`src/rtl/fifo_read_streamer_if.sv`:
```
// FIFO read port plus downstream valid/ready stream, bundled for the streamer.
interface fifo_read_streamer_if #(
  parameter int DW = 16
);
  logic          fifo_empty_flag;
  logic [DW-1:0] fifo_data_output;
  logic          fifo_underflow_flag;
  logic          fifo_read_enable;
  logic          out_valid;
  logic          out_ready;
  logic [DW-1:0] out_data;

  // streamer side
  modport master (
    input  fifo_empty_flag, fifo_data_output, fifo_underflow_flag, out_ready,
    output fifo_read_enable, out_valid, out_data
  );

  // FIFO + downstream side
  modport slave (
    output fifo_empty_flag, fifo_data_output, fifo_underflow_flag, out_ready,
    input  fifo_read_enable, out_valid, out_data
  );
endinterface

```
`src/rtl/fifo_read_streamer.sv`:
```
// Drains a registered-read FIFO into a valid/ready stream through a 2-slot
// skid buffer. Reads are credited against slot occupancy plus the word in
// flight, so one word per cycle is sustained and nothing is ever dropped.
module fifo_read_streamer #(
  parameter int FIFO_DATA_WIDTH = 16,
  parameter int COUNT_WIDTH     = 16
) (
  input  logic                   clk,
  input  logic                   reset_n,
  input  logic                   enable,
  fifo_read_streamer_if.master   bus,
  output logic [COUNT_WIDTH-1:0] words_delivered,
  output logic                   underflow_error
);

  // state encoding doubles as the occupancy count
  typedef enum logic [1:0] {EMPTY = 2'd0, ONE = 2'd1, TWO = 2'd2} state_t;

  state_t                                state, state_d;
  logic                                  inflight;
  logic                                  head, tail;
  logic [1:0][FIFO_DATA_WIDTH-1:0]       slots;
  logic                                  pop, capture;
  logic [2:0]                            used;

  assign pop     = bus.out_valid & bus.out_ready;
  assign capture = inflight;
  assign used    = {1'b0, state} + {2'b0, inflight};

  // a slot freed by this cycle's pop can be re-credited immediately;
  // reset_n gates the request so nothing is read while held in reset
  assign bus.fifo_read_enable = reset_n & enable & ~bus.fifo_empty_flag &
                                (used < (3'd2 + {2'b0, pop}));
  assign bus.out_valid = (state != EMPTY);
  assign bus.out_data  = slots[head];

  // occupancy FSM next-state
  always_comb begin
    state_d = state;
    unique case (state)
      EMPTY: if (capture) state_d = ONE;
      ONE: begin
        if (capture && !pop)      state_d = TWO;
        else if (pop && !capture) state_d = EMPTY;
      end
      TWO:     if (pop && !capture) state_d = ONE;
      default: state_d = EMPTY;
    endcase
  end

  // control state, pointers, counter and sticky error
  always_ff @(posedge clk) begin
    if (!reset_n) begin
      state           <= EMPTY;
      inflight        <= 1'b0;
      head            <= 1'b0;
      tail            <= 1'b0;
      words_delivered <= '0;
      underflow_error <= 1'b0;
    end else begin
      state    <= state_d;
      inflight <= bus.fifo_read_enable;
      if (capture) tail <= ~tail;
      if (pop) begin
        head            <= ~head;
        words_delivered <= words_delivered + {{(COUNT_WIDTH-1){1'b0}}, 1'b1};
      end
      if (bus.fifo_underflow_flag) underflow_error <= 1'b1;
    end
  end

  // landing slots: datapath only, contents are don't-care until captured
  always_ff @(posedge clk) begin
    if (capture) slots[tail] <= bus.fifo_data_output;
  end

  // credit rule must keep a full buffer from ever receiving a word it cannot pop
  assert property (@(posedge clk) disable iff (!reset_n)
                   !(state == TWO && capture && !pop));

endmodule

```
`src/flat_wrapper.sv`:
```
// flat-port wrapper written by rule: the top's interface ports become plain ports
module fifo_read_streamer_flat 
#(
  parameter int FIFO_DATA_WIDTH = 16,
  parameter int COUNT_WIDTH     = 16
)
  (clk, reset_n, enable, words_delivered, underflow_error, bus_fifo_empty_flag, bus_fifo_data_output, bus_fifo_underflow_flag, bus_out_ready, bus_fifo_read_enable, bus_out_valid, bus_out_data);
  fifo_read_streamer_if #(.DW(16)) bus_i ();
  input  logic clk;
  input  logic reset_n;
  input  logic enable;
  output logic [COUNT_WIDTH-1:0] words_delivered;
  output logic underflow_error;
  input wire logic [$bits(bus_i.fifo_empty_flag)-1:0] bus_fifo_empty_flag;
  input wire logic [$bits(bus_i.fifo_data_output)-1:0] bus_fifo_data_output;
  input wire logic [$bits(bus_i.fifo_underflow_flag)-1:0] bus_fifo_underflow_flag;
  input wire logic [$bits(bus_i.out_ready)-1:0] bus_out_ready;
  output wire logic [$bits(bus_i.fifo_read_enable)-1:0] bus_fifo_read_enable;
  output wire logic [$bits(bus_i.out_valid)-1:0] bus_out_valid;
  output wire logic [$bits(bus_i.out_data)-1:0] bus_out_data;
  assign bus_i.fifo_empty_flag = bus_fifo_empty_flag;
  assign bus_i.fifo_data_output = bus_fifo_data_output;
  assign bus_i.fifo_underflow_flag = bus_fifo_underflow_flag;
  assign bus_i.out_ready = bus_out_ready;
  assign bus_fifo_read_enable = bus_i.fifo_read_enable;
  assign bus_out_valid = bus_i.out_valid;
  assign bus_out_data = bus_i.out_data;
  fifo_read_streamer #(.FIFO_DATA_WIDTH(FIFO_DATA_WIDTH), .COUNT_WIDTH(COUNT_WIDTH)) u_core (.clk(clk), .reset_n(reset_n), .enable(enable), .bus(bus_i), .words_delivered(words_delivered), .underflow_error(underflow_error));
endmodule
```
`config.mk`:
```
export PLATFORM = sky130hd
export DESIGN_NAME = fifo_read_streamer_flat
export DESIGN_NICKNAME = d
export VERILOG_FILES = /design/src/rtl/fifo_read_streamer_if.sv /design/src/rtl/fifo_read_streamer.sv /design/src/flat_wrapper.sv
export SDC_FILE = /design/constraint.sdc
export NUM_CORES = 1
export LEC_CHECK = 0
export CORE_UTILIZATION = 48
export CTS_CLUSTER_SIZE = 40
export DETAILED_ROUTE_END_ITERATION = 10
export HOLD_SLACK_MARGIN = 0.02
export PLACE_DENSITY = 0.79
export SYNTH_ARGS = -nofsm -noshare
export SYNTH_HDL_FRONTEND = slang
export SYNTH_SLANG_ARGS = --single-unit
```
`constraint.sdc`:
```
create_clock -name clk -period 1.8 [get_ports clk]
set_input_delay 0.45 -clock clk [delete_from_list [all_inputs] [get_ports clk]]
set_output_delay 0.45 -clock clk [all_outputs]
set_load 0.005 [all_outputs]
```
==> After elaboration in Yosys (flattened, before gate mapping) <==
Index checks and enable logic that the tools add are counted.
{ "totals": {"reg_bits": 54, "input_bits": 22, "output_inout_bits": 35, "wordCells": 45} }
{ "classes": {"add_sub_neg": 3, "order_cmp": 4, "eq_ne": 5, "mux": 10, "bitwise": 7, "n_reduce_logical": 8} }
{ "op_table": {"columns": ["cell", "n"], "rows": [
  ["16-bit 2-to-1 mux", 3],
  ["32-bit bitwise mux", 1],
  ["16-bit by 1-bit adder with 16-bit output, second input constant", 1],
  ["16-bit demux with 1-bit select", 1],
  ["2-bit 2-to-1 mux", 4],
  ["2-bit case mux with 3 select lines", 1],
  ["1-bit AND", 4],
  ["1-bit by 2-bit less-than comparator with 1-bit output, second input constant", 2],
  ["2-bit by 1-bit != test with 1-bit output, second input constant", 2],
  ["2-bit by 1-bit adder with 3-bit output", 1],
  ["2-bit by 1-bit adder with 3-bit output, first input constant", 1],
  ["1-bit logical AND", 3],
  ["3-bit less-than comparator", 1],
  ["3-bit by 1-bit != test with 1-bit output, second input constant", 1],
  ["1-bit inverter", 3],
  ["3-bit AND reduction", 1],
  ["2-bit by 1-bit == test with 1-bit output, second input constant", 1],
  ["2-bit == test, second input constant", 1],
  ["1-bit logical NOT", 2],
  ["2-bit logical NOT", 1],
  ["2-bit nonzero test", 1],
  ["1-bit greater-or-equal comparator, second input constant", 1]
]} }

==> Depth between registers and ports, before layout <==
Gate-level depths: netlist of run 1.
{ "depth": {"depth_word": 6, "ltp_mapped": 5, "depth_no_buf": 5} }

==> Worst setup path before layout of run 1 <==
No wires, ideal clock.
{ "synth_path": {"path_kind": "reg2out", "from": "reg u_core.state[0]", "to": "out bus_fifo_read_enable", "arrival_ns": 1.235, "t_required_ns": 1.350, "path_slack_ns": 0.115, "stages_incl_launch_ff": 4, "path_buffers": 0, "cell_sequence": "dfxtp_1 ha_1 nand2b_1 a2111oi_2"} }
{ "synth_between": {"elab_chain_cells": 5, "elab_cells_between_ends": 6, "classes_between": "add/sub (2); order compare (1); bitwise (2); reduce/logical (1)"} }
{ "synth_lines": {"columns": ["element", "line", "text"], "rows": [
  ["start, declared", "fifo_read_streamer.sv:19", "state_t state, state_d;"],
  ["start signal, assigned", "fifo_read_streamer.sv:61", "state <= state_d;"],
  ["2-bit nonzero test", "fifo_read_streamer.sv:34", "assign bus.out_valid = (state != EMPTY);"],
  ["1-bit AND", "fifo_read_streamer.sv:26", "assign pop = bus.out_valid & bus.out_ready;"],
  ["2-bit by 1-bit adder with 3-bit output", "fifo_read_streamer.sv:33", "(used < (3'd2 + {2'b0, pop}));"],
  ["3-bit less-than comparator *", "fifo_read_streamer.sv:33", null],
  ["1-bit AND *", "fifo_read_streamer.sv:32", "assign bus.fifo_read_enable = reset_n & enable & ~bus.fifo_empty_flag &"],
  ["end, declared", "flat_wrapper.sv:18", "output wire logic [$bits(bus_i.fifo_read_enable)-1:0] bus_fifo_read_enable;"]
]} }
Mark *: on every way between the ends. The rest lies on a longest branch, timed or not.

==> Worst setup path after layout of run 1 <==
{ "layout_path": {"from": "reg u_core.inflight (netlist: u_core.capture)", "to": "out bus_fifo_read_enable"} }
{ "layout_between": {"elab_chain_cells": 3} }
{ "layout_lines": {"columns": ["element", "line", "text"], "rows": [
  ["start, declared", "fifo_read_streamer.sv:20", "logic inflight;"],
  ["start signal, assigned", "fifo_read_streamer.sv:62", "inflight <= bus.fifo_read_enable;"],
  ["2-bit by 1-bit adder with 3-bit output", "fifo_read_streamer.sv:28", "assign used = {1'b0, state} + {2'b0, inflight};"],
  ["3-bit less-than comparator", "fifo_read_streamer.sv:33", null],
  ["1-bit AND", "fifo_read_streamer.sv:32", null]
]} }
No other way between the ends.

==> metrics.txt, run 1 <==
# TYPE chip_impl_metric gauge
chip_impl_info{name="outcome",value="finished with violations"} 1
chip_impl_info{name="violations",value="setup timing"} 1
chip_impl_info{name="rsz_0062_raised_after_global_routing",value="yes"} 1
chip_impl_metric{name="fin_util",unit="%"} 73.3
chip_impl_metric{name="io_pins",unit=""} 57
chip_impl_metric{name="post_synth_instance_area",unit="um^2"} 2220
chip_impl_metric{name="wirelength",unit="um"} 4800
chip_impl_info{name="crit_path_end_kind",value="output pin"} 1
chip_impl_metric{name="ys_ff_latch",unit=""} 54
chip_impl_metric{name="synth.avg_cell_area",unit="um^2"} 13.6
chip_impl_info{name="hold_path.class",value="reg2reg"} 1
chip_impl_metric{name="cts_max_path_buffers",unit=""} 2
chip_impl_metric{name="grt_antenna_before_repair",unit=""} 0
chip_impl_metric{name="number_of_distinct_standard_cells_referenced_by_the_synthesized_netlist",unit=""} 34
chip_impl_metric{name="initial_standard_cell_utilization_of_the_core",unit="%"} 50.6
chip_impl_info{name="layout.cells.most_common_list",value="clkdlybuf4s50_1, edfxtp_1, nor2_1"} 1
chip_impl_info{name="start_kind",value="flop"} 1
chip_impl_metric{name="grt_pass1_wl",unit="um"} 7930
chip_impl_metric{name="synthArstFlopShare",unit="%"} 0
chip_impl_info{name="critPathKind",value="reg2out"} 1
chip_impl_metric{name="irDropWorstVdd",unit="mV"} 0.326
chip_impl_metric{name="cp_data_required_time",unit="ns"} 1.35
chip_impl_metric{name="report.power.total",unit="uW"} 2260
chip_impl_metric{name="setup-violations-final",unit=""} 3
chip_impl_metric{name="p_leak",unit="uW"} 0.00116
chip_impl_metric{name="synth_warnings",unit=""} 0
chip_impl_info{name="layout.cells.most_common",value="clkdlybuf4s50_1"} 1
chip_impl_info{name="clk_root_buffer_cell",value="clkbuf_8"} 1
chip_impl_metric{name="timing.max_cap.violations",unit=""} 0
chip_impl_metric{name="grt_use_total",unit="%"} 20.9
chip_impl_metric{name="grt_start_max_net_pins",unit=""} 20
chip_impl_metric{name="post-route-min-period",unit="ns"} 1.96
chip_impl_metric{name="netSwitchingFraction",unit="%"} 22.7
chip_impl_metric{name="final.period_utilization",unit="%"} 109
chip_impl_metric{name="fp-row-count",unit=""} 24
chip_impl_metric{name="routed_via_density",unit=""} 5.23
chip_impl_info{name="critical_path.slowest_cell",value="dfxtp_2"} 1
chip_impl_metric{name="fp.dieW",unit="um"} 70.0
chip_impl_metric{name="final_worst_setup_slack",unit="ns"} -0.159
chip_impl_metric{name="dp.final_hpwl",unit="um"} 3030
chip_impl_metric{name="switching_power",unit="uW"} 514
chip_impl_metric{name="clkSinkCount",unit=""} 54
chip_impl_metric{name="number_of_clock_buffers_inserted_by_tritoncts",unit=""} 5
chip_impl_metric{name="initialDrtViolationCount",unit=""} 59
chip_impl_metric{name="power-per-cell-area",unit="nW/um^2"} 703
chip_impl_metric{name="final_hold_fails",unit=""} 0
chip_impl_metric{name="global_route_total_overflow",unit=""} 0
chip_impl_metric{name="detailroute.via_count",unit=""} 1549
chip_impl_metric{name="drcViolationCount",unit=""} 0
chip_impl_info{name="tritoncts_clock_tree",value="yes"} 1
chip_impl_metric{name="worstPathArrival",unit="ns"} 1.51
chip_impl_metric{name="die-area",unit="um^2"} 4900
chip_impl_metric{name="worst_skew_pair.late_latency",unit="ns"} 0.32
chip_impl_metric{name="final_layout_size_suffix_gt1_share",unit="%"} 35.7
chip_impl_metric{name="finalMaxSlewViolations",unit=""} 0
chip_impl_info{name="worstReg2RegStart",value="u_core.state[1]"} 1
chip_impl_metric{name="share_seq_of_total_power",unit="%"} 59.2
chip_impl_metric{name="syn_nets",unit=""} 188
chip_impl_metric{name="intPower",unit="uW"} 1750
chip_impl_metric{name="core_area",unit="um^2"} 4380
chip_impl_metric{name="portBuffers",unit=""} 56
chip_impl_metric{name="crit_path_max_fanout",unit=""} 2
chip_impl_metric{name="nets_final",unit=""} 268
chip_impl_metric{name="drt.antenna.violating_nets",unit=""} 0
chip_impl_metric{name="pwr-share-comb",unit="%"} 9.0
chip_impl_metric{name="antenna-diode-count",unit=""} 0
chip_impl_metric{name="area_growth_syn_to_layout",unit="%"} 44.9
chip_impl_metric{name="clock.fmax",unit="GHz"} 0.510
chip_impl_metric{name="drt_pre_antenna_iters",unit=""} 4
chip_impl_metric{name="die_height",unit="um"} 70.0
chip_impl_metric{name="max_slew_margin",unit="%"} 73.0
chip_impl_metric{name="netlist_instances",unit=""} 163
chip_impl_metric{name="share_clk_of_total_power",unit="%"} 31.7
chip_impl_metric{name="fin_skew",unit="ns"} 0.0149
chip_impl_metric{name="synth-edff-count",unit=""} 32
chip_impl_metric{name="gpl_wtd_cong",unit=""} 0.728
chip_impl_info{name="holdCritStartpoint",value="u_core.words_delivered[15]"} 1
chip_impl_metric{name="worst_slew_pin_slew",unit="ns"} 0.404
chip_impl_metric{name="crit_path_max_incr_delay",unit="ns"} 0.35
chip_impl_info{name="cp_cell_sequence",value="ha_4 > nand2b_4 > a2111oi_4 > buf_2"} 1
chip_impl_metric{name="first_global_vias",unit=""} 1622
chip_impl_metric{name="yosysSeqAreaShare",unit="%"} 63.2
chip_impl_metric{name="cts-htree-levels",unit=""} 2
chip_impl_metric{name="register_clock_pin_slew_on_the_reported_worst_setup_and_hold_paths",unit="ns"} 0.11
chip_impl_info{name="yosys_most_used_dff",value="edfxtp_1"} 1
chip_impl_info{name="critPathLaunch",value="u_core.capture"} 1
chip_impl_metric{name="route.detailed.wl_per_inst",unit="um"} 16.2
==> flip-flops by register name, indices dropped and copies added (netlist names) <==
register and flops:
u_core.slots 32, u_core.capture 1, u_core.underflow_error 1, u_core.head 1, u_core.words_delivered 16, u_core.state 2, u_core.tail 1
==> stage by stage <==
| stage | hold slack, ns | worst slack [ns] | instance area, um^2 | setup TNS (ns) | std cells |
|---|---|---|---|---|---|
| 3_3_place_gp | 0.456 | -0.737 | 2930 | -1.58 | 280 |
| 2_1_floorplan | 0.461 | 0.115 | 2220 | 0 | 163 |
| 5_1_grt | 0.541 | -0.224 | 3210 | -0.426 | 296 |
| 6_report | 0.506 | -0.159 | 3210 | -0.177 | 296 |
| 3_5_place_dp | 0.488 | -0.740 | 2930 | -2.05 | 280 |
| 4_1_cts | 0.508 | -0.193 | 3180 | -0.503 | 296 |
==> critical path: cells and delay by family (launching register included) <==
kind | cells | cell delay (ns)
AO/OA/AOI/OAI | 1 | 0.32
buffers and inverters | 1 | 0.16
AND/OR/NAND/NOR | 1 | 0.15
adder cells (fa/ha/maj) | 1 | 0.22
flip-flops | 1 | 0.35
==> timing repair <==
item	4_1_cts	5_1_grt
gates cloned	1	0
setup buffers	7	1
pin swaps	2	1
setup endpoints to repair	19	18
hold buffers	0	0
resized for setup	104	13
==> power groups by stage <==
stage                     Combinational, uW  Sequential [uW]  Clock, uW
after CTS                               200             1340        724
after detailed placement                179             1370          0
final                                   204             1340        717
after global routing                    218             1340        773
after global placement                  172             1360          0
after floorplan                        56.8             1370          0
==> layer usage <==
metal	vias to the layer above	track usage (%)	routed length [um]
met4	0	5.33	53
met3	5	5.48	249
met1	752	25.1	2070
li1	746	-	-
met5	-	0	0
met2	46	37.1	2430
==> logic make-up after synthesis <==
| logic type | Yosys count | share of synthesized area [%] |
|---|---|---|
| simple gates | 55 | 14.3 |
| flops | 54 | 63.2 |
| mux | 19 | 9.48 |
| xor+xnor | 14 | 5.53 |
| compound gates | 11 | 4.51 |
| buf+inv | 7 | 1.30 |
| fa+ha+maj | 3 | 1.69 |
==> cell usage after synthesis, types with 3 or more instances <==
| library cell | n | area share (%) |
|---|---|---|
| nor3_1 | 4 | 0.90 |
| nor2_1 | 20 | 3.4 |
| nor4_2 | 4 | 2.3 |
| nand2b_1 | 3 | 0.85 |
| edfxtp_1 | 32 | 43 |
| nand2_1 | 7 | 1.2 |
| mux2i_1 | 3 | 1.4 |
| inv_1 | 3 | 0.51 |
| nor2b_1 | 3 | 0.85 |
| dfxtp_1 | 22 | 20 |
| ha_1 | 3 | 1.7 |
| xnor2_1 | 12 | 4.7 |
| mux2_2 | 16 | 8.1 |
| nand3_1 | 5 | 1.1 |
==> path summary, 6_finish.rpt <==
kind	to	slack (ns)	cells after the start
max	bus_fifo_read_enable	-0.16	4
min	u_core.words_delivered[15]	0.51	2
max reg2reg	u_core.words_delivered[13]	0.33	5
min reg2reg	u_core.words_delivered[15]	0.51	2
==> final cells by class <==
cell class | count | area, um^2
sequential | 54 | 1420
clock inverter | 3 | 28.8
inverter | 4 | 15.0
fill | 276 | 1170
clock buffer | 5 | 68.8
timing repair buffer | 76 | 742
tap | 52 | 65.1
multi-input combinational | 102 | 876
Note: power is estimated with default switching activity, not from simulation.
==> run 2: changes to the inputs <==
--- a/config.mk
+++ b/config.mk
@@ -5,11 +5,13 @@
 export SDC_FILE = /design/constraint.sdc
 export NUM_CORES = 1
 export LEC_CHECK = 0
-export CORE_UTILIZATION = 48
+export CELL_PAD_IN_SITES_DETAIL_PLACEMENT = 1
+export CELL_PAD_IN_SITES_GLOBAL_PLACEMENT = 2
+export CORE_UTILIZATION = 32
 export CTS_CLUSTER_SIZE = 40
 export DETAILED_ROUTE_END_ITERATION = 10
 export HOLD_SLACK_MARGIN = 0.02
-export PLACE_DENSITY = 0.79
+export PLACE_DENSITY_LB_ADDON = 0.1
 export SYNTH_ARGS = -nofsm -noshare
 export SYNTH_HDL_FRONTEND = slang
 export SYNTH_SLANG_ARGS = --single-unit
==> run 2 against run 1 <==
The flow still finishes with violations (setup timing). Worst setup slack lost 0.018 ns. Cell count up 10%. Count of clock-buffer cells in the layout grew 1. Via count grew 0.32%. Critical path depth unchanged. Sequential cell count stayed put. Critical endpoint unchanged. Largest cell class unchanged.
==> metrics.txt, run 2 (synthesis gave the netlist of run 1 again) <==
# TYPE chip_impl_metric gauge
chip_impl_metric{name="die-area",unit="um^2"} 7270
chip_impl_metric{name="grt_use_total",unit="%"} 15.1
chip_impl_metric{name="die_height",unit="um"} 85.2
chip_impl_metric{name="grt_pass1_wl",unit="um"} 8400
chip_impl_info{name="largestRegisters",value="u_core.slots: 32 flops, u_core.words_delivered: 16 flops, u_core.state: 2 flops"} 1
chip_impl_info{name="reg_with_most_ffs",value="u_core.slots"} 1
chip_impl_metric{name="fp-row-count",unit=""} 29
chip_impl_metric{name="antenna-diode-count",unit=""} 0
chip_impl_metric{name="number_of_clock_buffers_inserted_by_tritoncts",unit=""} 5
chip_impl_info{name="tritoncts_clock_tree",value="yes"} 1
chip_impl_metric{name="first_global_vias",unit=""} 1723
chip_impl_metric{name="layout.cell_area.non_filler",unit="um^2"} 3330
chip_impl_metric{name="p_leak",unit="uW"} 0.00120
chip_impl_metric{name="met3_length",unit="um"} 200
chip_impl_metric{name="drt_pre_antenna_iters",unit=""} 4
chip_impl_metric{name="initialDrtViolationCount",unit=""} 42
chip_impl_metric{name="power-per-cell-area",unit="nW/um^2"} 674
chip_impl_metric{name="cts_max_path_buffers",unit=""} 2
chip_impl_metric{name="area_growth_syn_to_layout",unit="%"} 50.2
chip_impl_metric{name="timing.max_cap.violations",unit=""} 0
chip_impl_metric{name="fp.dieW",unit="um"} 85.2
chip_impl_metric{name="cp_data_required_time",unit="ns"} 1.35
chip_impl_metric{name="post-route-min-period",unit="ns"} 1.98
chip_impl_metric{name="dp.final_hpwl",unit="um"} 3420
chip_impl_metric{name="clock.fmax",unit="GHz"} 0.506
chip_impl_info{name="top_layer_used",value="met4"} 1
chip_impl_metric{name="max_ffs_per_register",unit=""} 32
chip_impl_metric{name="post-place-ws",unit="ns"} -0.750
chip_impl_info{name="violations",value="setup timing"} 1
chip_impl_metric{name="initial_standard_cell_utilization_of_the_core",unit="%"} 33.9
chip_impl_metric{name="worst_slew_pin_slew",unit="ns"} 0.404
chip_impl_metric{name="routed_via_density",unit=""} 4.75
chip_impl_metric{name="fin_tns_setup",unit="ns"} -0.339
chip_impl_metric{name="drcViolationCount",unit=""} 0
chip_impl_metric{name="fillers",unit=""} 668
chip_impl_metric{name="wirelength",unit="um"} 5070
chip_impl_metric{name="crit_path_max_fanout",unit=""} 2
chip_impl_metric{name="worstPathArrival",unit="ns"} 1.53
chip_impl_metric{name="dr_wl_met2",unit="um"} 2650
chip_impl_metric{name="final_worst_setup_slack",unit="ns"} -0.177
chip_impl_metric{name="finalMaxSlewViolations",unit=""} 0
chip_impl_metric{name="irDropWorstVdd",unit="mV"} 0.318
chip_impl_info{name="clk_root_buffer_cell",value="clkbuf_8"} 1
chip_impl_metric{name="fin_cells",unit=""} 327
chip_impl_metric{name="grt_start_max_net_pins",unit=""} 19
chip_impl_info{name="crit_path_end_kind",value="output pin"} 1
chip_impl_info{name="layout.cells.most_common",value="clkdlybuf4s50_1"} 1
chip_impl_metric{name="worst_skew_pair.late_latency",unit="ns"} 0.31
chip_impl_info{name="hold_path.class",value="reg2reg"} 1
chip_impl_metric{name="max_slew_margin",unit="%"} 73.1
chip_impl_metric{name="core_area",unit="um^2"} 6530
chip_impl_metric{name="io_pins",unit=""} 57
chip_impl_metric{name="final_hold_fails",unit=""} 0
chip_impl_metric{name="drt.antenna.violating_nets",unit=""} 0
chip_impl_metric{name="place_inst",unit=""} 307
chip_impl_metric{name="route.detailed.wl_per_inst",unit="um"} 15.5
chip_impl_metric{name="clkSinkCount",unit=""} 54
chip_impl_metric{name="setup-violations-final",unit=""} 11
chip_impl_info{name="start_kind",value="flop"} 1
chip_impl_info{name="layout.cells.most_common_list",value="clkdlybuf4s50_1, edfxtp_1, buf_6"} 1
chip_impl_metric{name="portBuffers",unit=""} 56
chip_impl_metric{name="gpl_wtd_cong",unit=""} 0.736
chip_impl_metric{name="wirelength_met1",unit="um"} 2130
chip_impl_info{name="critPathKind",value="reg2out"} 1
chip_impl_metric{name="fin_skew",unit="ns"} 0.00513
chip_impl_metric{name="detailed_place.area",unit="um^2"} 2980
chip_impl_metric{name="final_layout_size_suffix_gt1_share",unit="%"} 36.8
chip_impl_metric{name="final.period_utilization",unit="%"} 110
chip_impl_metric{name="cts-htree-levels",unit=""} 2
chip_impl_metric{name="detailroute.via_count",unit=""} 1554
chip_impl_metric{name="nets_final",unit=""} 274
chip_impl_metric{name="grt_antenna_before_repair",unit=""} 0
chip_impl_metric{name="register_clock_pin_slew_on_the_reported_worst_setup_and_hold_paths",unit="ns"} 0.10
chip_impl_metric{name="global_route_total_overflow",unit=""} 0
chip_impl_metric{name="cts_hold_buf",unit=""} 0
chip_impl_info{name="outcome",value="finished with violations"} 1
chip_impl_info{name="rsz_0062_raised_after_global_routing",value="yes"} 1
[run 2: final cells by class]
cell class	instances	area, um^2	share of cell area, %
Tap cell	77	96.3	2.89
Multi-Input combinational cell	102	891	26.8
Timing Repair Buffer	82	825	24.8
Clock buffer	6	72.6	2.18
Inverter	4	15.0	0.451
Sequential cell	54	1420	42.5
Clock inverter	2	15.0	0.451
[run 2: routing by layer]
layer / up-vias / GRT usage, %
met4: 0 / 6.01
met5: - / 0
li1: 760 / -
met1: 746 / 16.9
met3: 10 / 3.40
met2: 38 / 27.9
[run 2: metrics by stage]
stage | utilization [%] | hold WS [ns] | total power (uW)
global placement | 45.6 | 0.450 | 1540
CTS | 50.8 | 0.493 | 2270
finish | 51.0 | 0.482 | 2250
floorplan | - | 0.461 | 1420
global route | 51.0 | 0.524 | 2340
detailed placement | 45.6 | 0.469 | 1550
[run 2: power breakdown]
| group | leakage (uW) | total, uW | switching [uW] | internal, uW |
|---|---|---|---|---|
| clock network | 0.0000374 | 688 | 413 | 275 |
| logic | 0.000690 | 219 | 76.7 | 142 |
| registers | 0.000473 | 1340 | 10.5 | 1330 |
| total | 0.00120 | 2250 | 500 | 1750 |
[run 2: path summary, 6_finish.rpt]
| check | startpoint | endpoint | slack [ns] | cells past startpoint |
|---|---|---|---|---|
| setup / recovery | u_core.state[0] | bus_fifo_read_enable | -0.18 | 4 |
| hold / removal | u_core.underflow_error | u_core.underflow_error | 0.48 | 2 |
| setup reg to reg | u_core.words_delivered[0] | u_core.words_delivered[6] | 0.29 | 4 |
| hold reg to reg | u_core.underflow_error | u_core.underflow_error | 0.48 | 2 |
[run 2: critical path, stage by stage (launching register included)]
cell and delay, ns:
dfxtp_2 0.38, ha_4 0.21, nand2b_4 0.15, a2111oi_4 0.32, buf_2 0.16
[run 2: repair_timing]
action,4_1_cts,5_1_grt
gates cloned,1,0
buffers inserted,12,0
pin swaps,3,1
resized for setup,116,10
endpoints found under the hold margin,0,0
setup endpoints to repair,20,19
==> run 3: changes to the inputs <==
--- a/config.mk
+++ b/config.mk
@@ -7,6 +7,7 @@
 export LEC_CHECK = 0
 export CELL_PAD_IN_SITES_DETAIL_PLACEMENT = 1
 export CELL_PAD_IN_SITES_GLOBAL_PLACEMENT = 2
+export CORE_MARGIN = 2
 export CORE_UTILIZATION = 32
 export CTS_CLUSTER_SIZE = 40
 export DETAILED_ROUTE_END_ITERATION = 10
==> run 3 against run 2 <==
The run still ends with setup timing left. Combinational power about the same. Maximum frequency decreased by 0.37%. Count of clock-buffer cells in the layout decreased by 1. Largest cell class unchanged. Largest power group unchanged.
==> metrics.txt, run 3 (synthesis gave the netlist of run 1 again) <==
# TYPE chip_impl_metric gauge
chip_impl_info{name="outcome",value="finished with violations"} 1
chip_impl_info{name="violations",value="setup timing"} 1
chip_impl_metric{name="worst_skew_pair.late_latency",unit="ns"} 0.30
chip_impl_metric{name="final.period_utilization",unit="%"} 110
chip_impl_metric{name="cp_data_required_time",unit="ns"} 1.35
chip_impl_info{name="cp-endpoint",value="bus_fifo_read_enable"} 1
chip_impl_info{name="start_kind",value="flop"} 1
chip_impl_metric{name="p_leak",unit="uW"} 0.00119
chip_impl_info{name="clk_root_buffer_cell",value="clkbuf_8"} 1
chip_impl_metric{name="finalMaxSlewViolations",unit=""} 0
chip_impl_metric{name="final_layout_size_suffix_gt1_share",unit="%"} 36.8
chip_impl_metric{name="fp-row-count",unit=""} 30
chip_impl_metric{name="cts-htree-levels",unit=""} 2
chip_impl_info{name="hold_path.class",value="reg2reg"} 1
chip_impl_info{name="layout.cells.most_common_list",value="clkdlybuf4s50_1, edfxtp_1, nor2_1"} 1
chip_impl_metric{name="max_slew_margin",unit="%"} 72.8
chip_impl_info{name="layout.cells.most_common",value="clkdlybuf4s50_1"} 1
chip_impl_metric{name="grt_antenna_before_repair",unit=""} 0
chip_impl_info{name="critPathKind",value="reg2out"} 1
chip_impl_metric{name="cts_max_path_buffers",unit=""} 2
chip_impl_metric{name="fin_skew",unit="ns"} 0.00471
chip_impl_metric{name="wirelength",unit="um"} 5150
chip_impl_metric{name="cts_hold_buf",unit=""} 0
chip_impl_metric{name="drt_pre_antenna_iters",unit=""} 4
chip_impl_info{name="worstReg2RegStart",value="u_core.words_delivered[0]"} 1
chip_impl_metric{name="first_global_vias",unit=""} 1716
chip_impl_info{name="reg_with_most_ffs",value="u_core.slots"} 1
chip_impl_metric{name="report.power.total",unit="uW"} 2240
chip_impl_metric{name="r2r_cells",unit=""} 4
chip_impl_info{name="crit_path_end_kind",value="output pin"} 1
chip_impl_metric{name="setup-violations-final",unit=""} 9
chip_impl_metric{name="register_clock_pin_slew_on_the_reported_worst_setup_and_hold_paths",unit="ns"} 0.10
chip_impl_metric{name="ff2ff_setup_slack",unit="ns"} 0.31
chip_impl_metric{name="area_growth_syn_to_layout",unit="%"} 49.5
chip_impl_metric{name="crit_path_max_incr_delay",unit="ns"} 0.35
chip_impl_metric{name="drt.antenna.violating_nets",unit=""} 0
chip_impl_metric{name="clkSinkCount",unit=""} 54
chip_impl_metric{name="io_pins",unit=""} 57
chip_impl_metric{name="routed_via_density",unit=""} 4.78
chip_impl_metric{name="final_hold_fails",unit=""} 0
chip_impl_metric{name="fin_cells",unit=""} 327
chip_impl_metric{name="gpl_wtd_cong",unit=""} 0.754
chip_impl_info{name="largestRegisters",value="u_core.slots: 32 flops, u_core.words_delivered: 16 flops, u_core.state: 2 flops"} 1
chip_impl_metric{name="initial_standard_cell_utilization_of_the_core",unit="%"} 32.8
chip_impl_metric{name="crit_path_max_fanout",unit=""} 2
chip_impl_metric{name="detailroute.via_count",unit=""} 1563
chip_impl_metric{name="die-area",unit="um^2"} 7610
chip_impl_info{name="reg2reg_to",value="u_core.words_delivered[6]"} 1
chip_impl_metric{name="grt_start_max_net_pins",unit=""} 19
chip_impl_metric{name="fillers",unit=""} 705
chip_impl_metric{name="drcViolationCount",unit=""} 0
chip_impl_metric{name="nets_final",unit=""} 271
chip_impl_metric{name="timing.max_cap.violations",unit=""} 0
chip_impl_metric{name="grt_use_total",unit="%"} 13.9
chip_impl_metric{name="initialDrtViolationCount",unit=""} 25
chip_impl_metric{name="die_height",unit="um"} 87.2
chip_impl_info{name="critical_path.slowest_cell",value="dfxtp_2"} 1
chip_impl_metric{name="portBuffers",unit=""} 56
chip_impl_metric{name="worst_slew_pin_slew",unit="ns"} 0.408
chip_impl_info{name="cp_cell_sequence",value="ha_4 > nand2b_4 > a2111oi_4 > buf_2"} 1
chip_impl_metric{name="clock.fmax",unit="GHz"} 0.504
chip_impl_metric{name="dp.final_hpwl",unit="um"} 3510
chip_impl_metric{name="max_ffs_per_register",unit=""} 32
chip_impl_metric{name="post-route-min-period",unit="ns"} 1.98
chip_impl_metric{name="place_inst",unit=""} 309
chip_impl_metric{name="fp.dieW",unit="um"} 87.2
chip_impl_metric{name="worstPathArrival",unit="ns"} 1.53
chip_impl_info{name="tritoncts_clock_tree",value="yes"} 1
chip_impl_metric{name="irDropWorstVdd",unit="mV"} 0.380
chip_impl_metric{name="fin_tns_setup",unit="ns"} -0.269
chip_impl_metric{name="grt_pass1_wl",unit="um"} 8160
chip_impl_metric{name="number_of_clock_buffers_inserted_by_tritoncts",unit=""} 5
chip_impl_info{name="critPathLaunch",value="u_core.state[0]"} 1
chip_impl_info{name="rsz_0062_raised_after_global_routing",value="yes"} 1
chip_impl_metric{name="antenna-diode-count",unit=""} 0
chip_impl_metric{name="core_area",unit="um^2"} 6760
chip_impl_metric{name="power-per-cell-area",unit="nW/um^2"} 677
chip_impl_metric{name="final_worst_setup_slack",unit="ns"} -0.184
chip_impl_metric{name="route.detailed.wl_per_inst",unit="um"} 15.8
chip_impl_metric{name="global_route_total_overflow",unit=""} 0
==> run 3: cell count changes in the layout (fill, tap and decap cells not counted) <==
cell / delta
buf_4: -2
mux2_4: +1
mux2_2: -1
clkbuf_1: -1
inv_6: +1
dfxtp_1: -1
dfxtp_2: -1
buf_12: +1
buf_8: -1
dfxtp_4: +2
buf_6: -3
buf_2: +2
==> run 3: worst min-delay path by stage <==
stage	end	slack, ns	startpoint	cells after the start
after global placement	u_core.underflow_error	0.45	u_core.underflow_error	2
final	u_core.underflow_error	0.48	u_core.underflow_error	2
after CTS	u_core.underflow_error	0.49	u_core.underflow_error	2
after detailed placement	u_core.underflow_error	0.47	u_core.underflow_error	2
after global routing	u_core.words_delivered[15]	0.51	u_core.words_delivered[15]	2
after floorplan	u_core.underflow_error	0.46	u_core.underflow_error	2
==> run 3: area by class of cell <==
type	instances	area [um^2]	area share [%]
tap	80	100	3.02
sequential	54	1420	42.9
clock inverter	3	23.8	0.717
timing repair buffer	79	791	23.9
clock buffer	5	68.8	2.08
inverter	4	15.0	0.453
multi-input combinational	102	895	27.0
==> run 3: report_power, final <==
part | switching (uW) | internal [uW]
clock | 414 | 279
combinational | 76.8 | 140
sequential | 10.4 | 1330
==> run 3: critical path: cells and delay by family (launching register included) <==
| family | cells | cell delay (ns) |
|---|---|---|
| AO/OA/AOI/OAI | 1 | 0.33 |
| adder cells (fa/ha/maj) | 1 | 0.23 |
| AND/OR/NAND/NOR | 1 | 0.15 |
| flip-flops | 1 | 0.35 |
| buffers and inverters | 1 | 0.16 |
==> run 3: timing repair <==
| action | in CTS | in global routing |
|---|---|---|
| cloned | 1 | 0 |
| buffers inserted | 8 | 1 |
| pin swaps | 1 | 2 |
| gates resized for setup | 103 | 22 |
| endpoints found under the setup margin | 20 | 20 |
==> run 3: per-layer routing <==
layer	track usage, %	part of all wire, %	routed length [um]	vias up
met1	15.3	39	2000	772
li1	-	-	-	754
met3	2.84	3.6	187	4
met2	26.4	57	2920	33
met4	4.62	0.89	46	0
met5	0	0	0	-
==> run 3: metrics by stage <==
stage / setup slack, ns / utilization (%) / instance area (um^2) / hold WS [ns]
6_report: -0.184 / 49.1 / 3310 / 0.484
5_1_grt: -0.232 / 49.1 / 3310 / 0.510
4_1_cts: -0.211 / 47.8 / 3230 / 0.492
3_5_place_dp: -0.783 / 44.0 / 2970 / 0.467
3_3_place_gp: -0.709 / 44.0 / 2970 / 0.450
2_1_floorplan: 0.115 / - / 2220 / 0.461
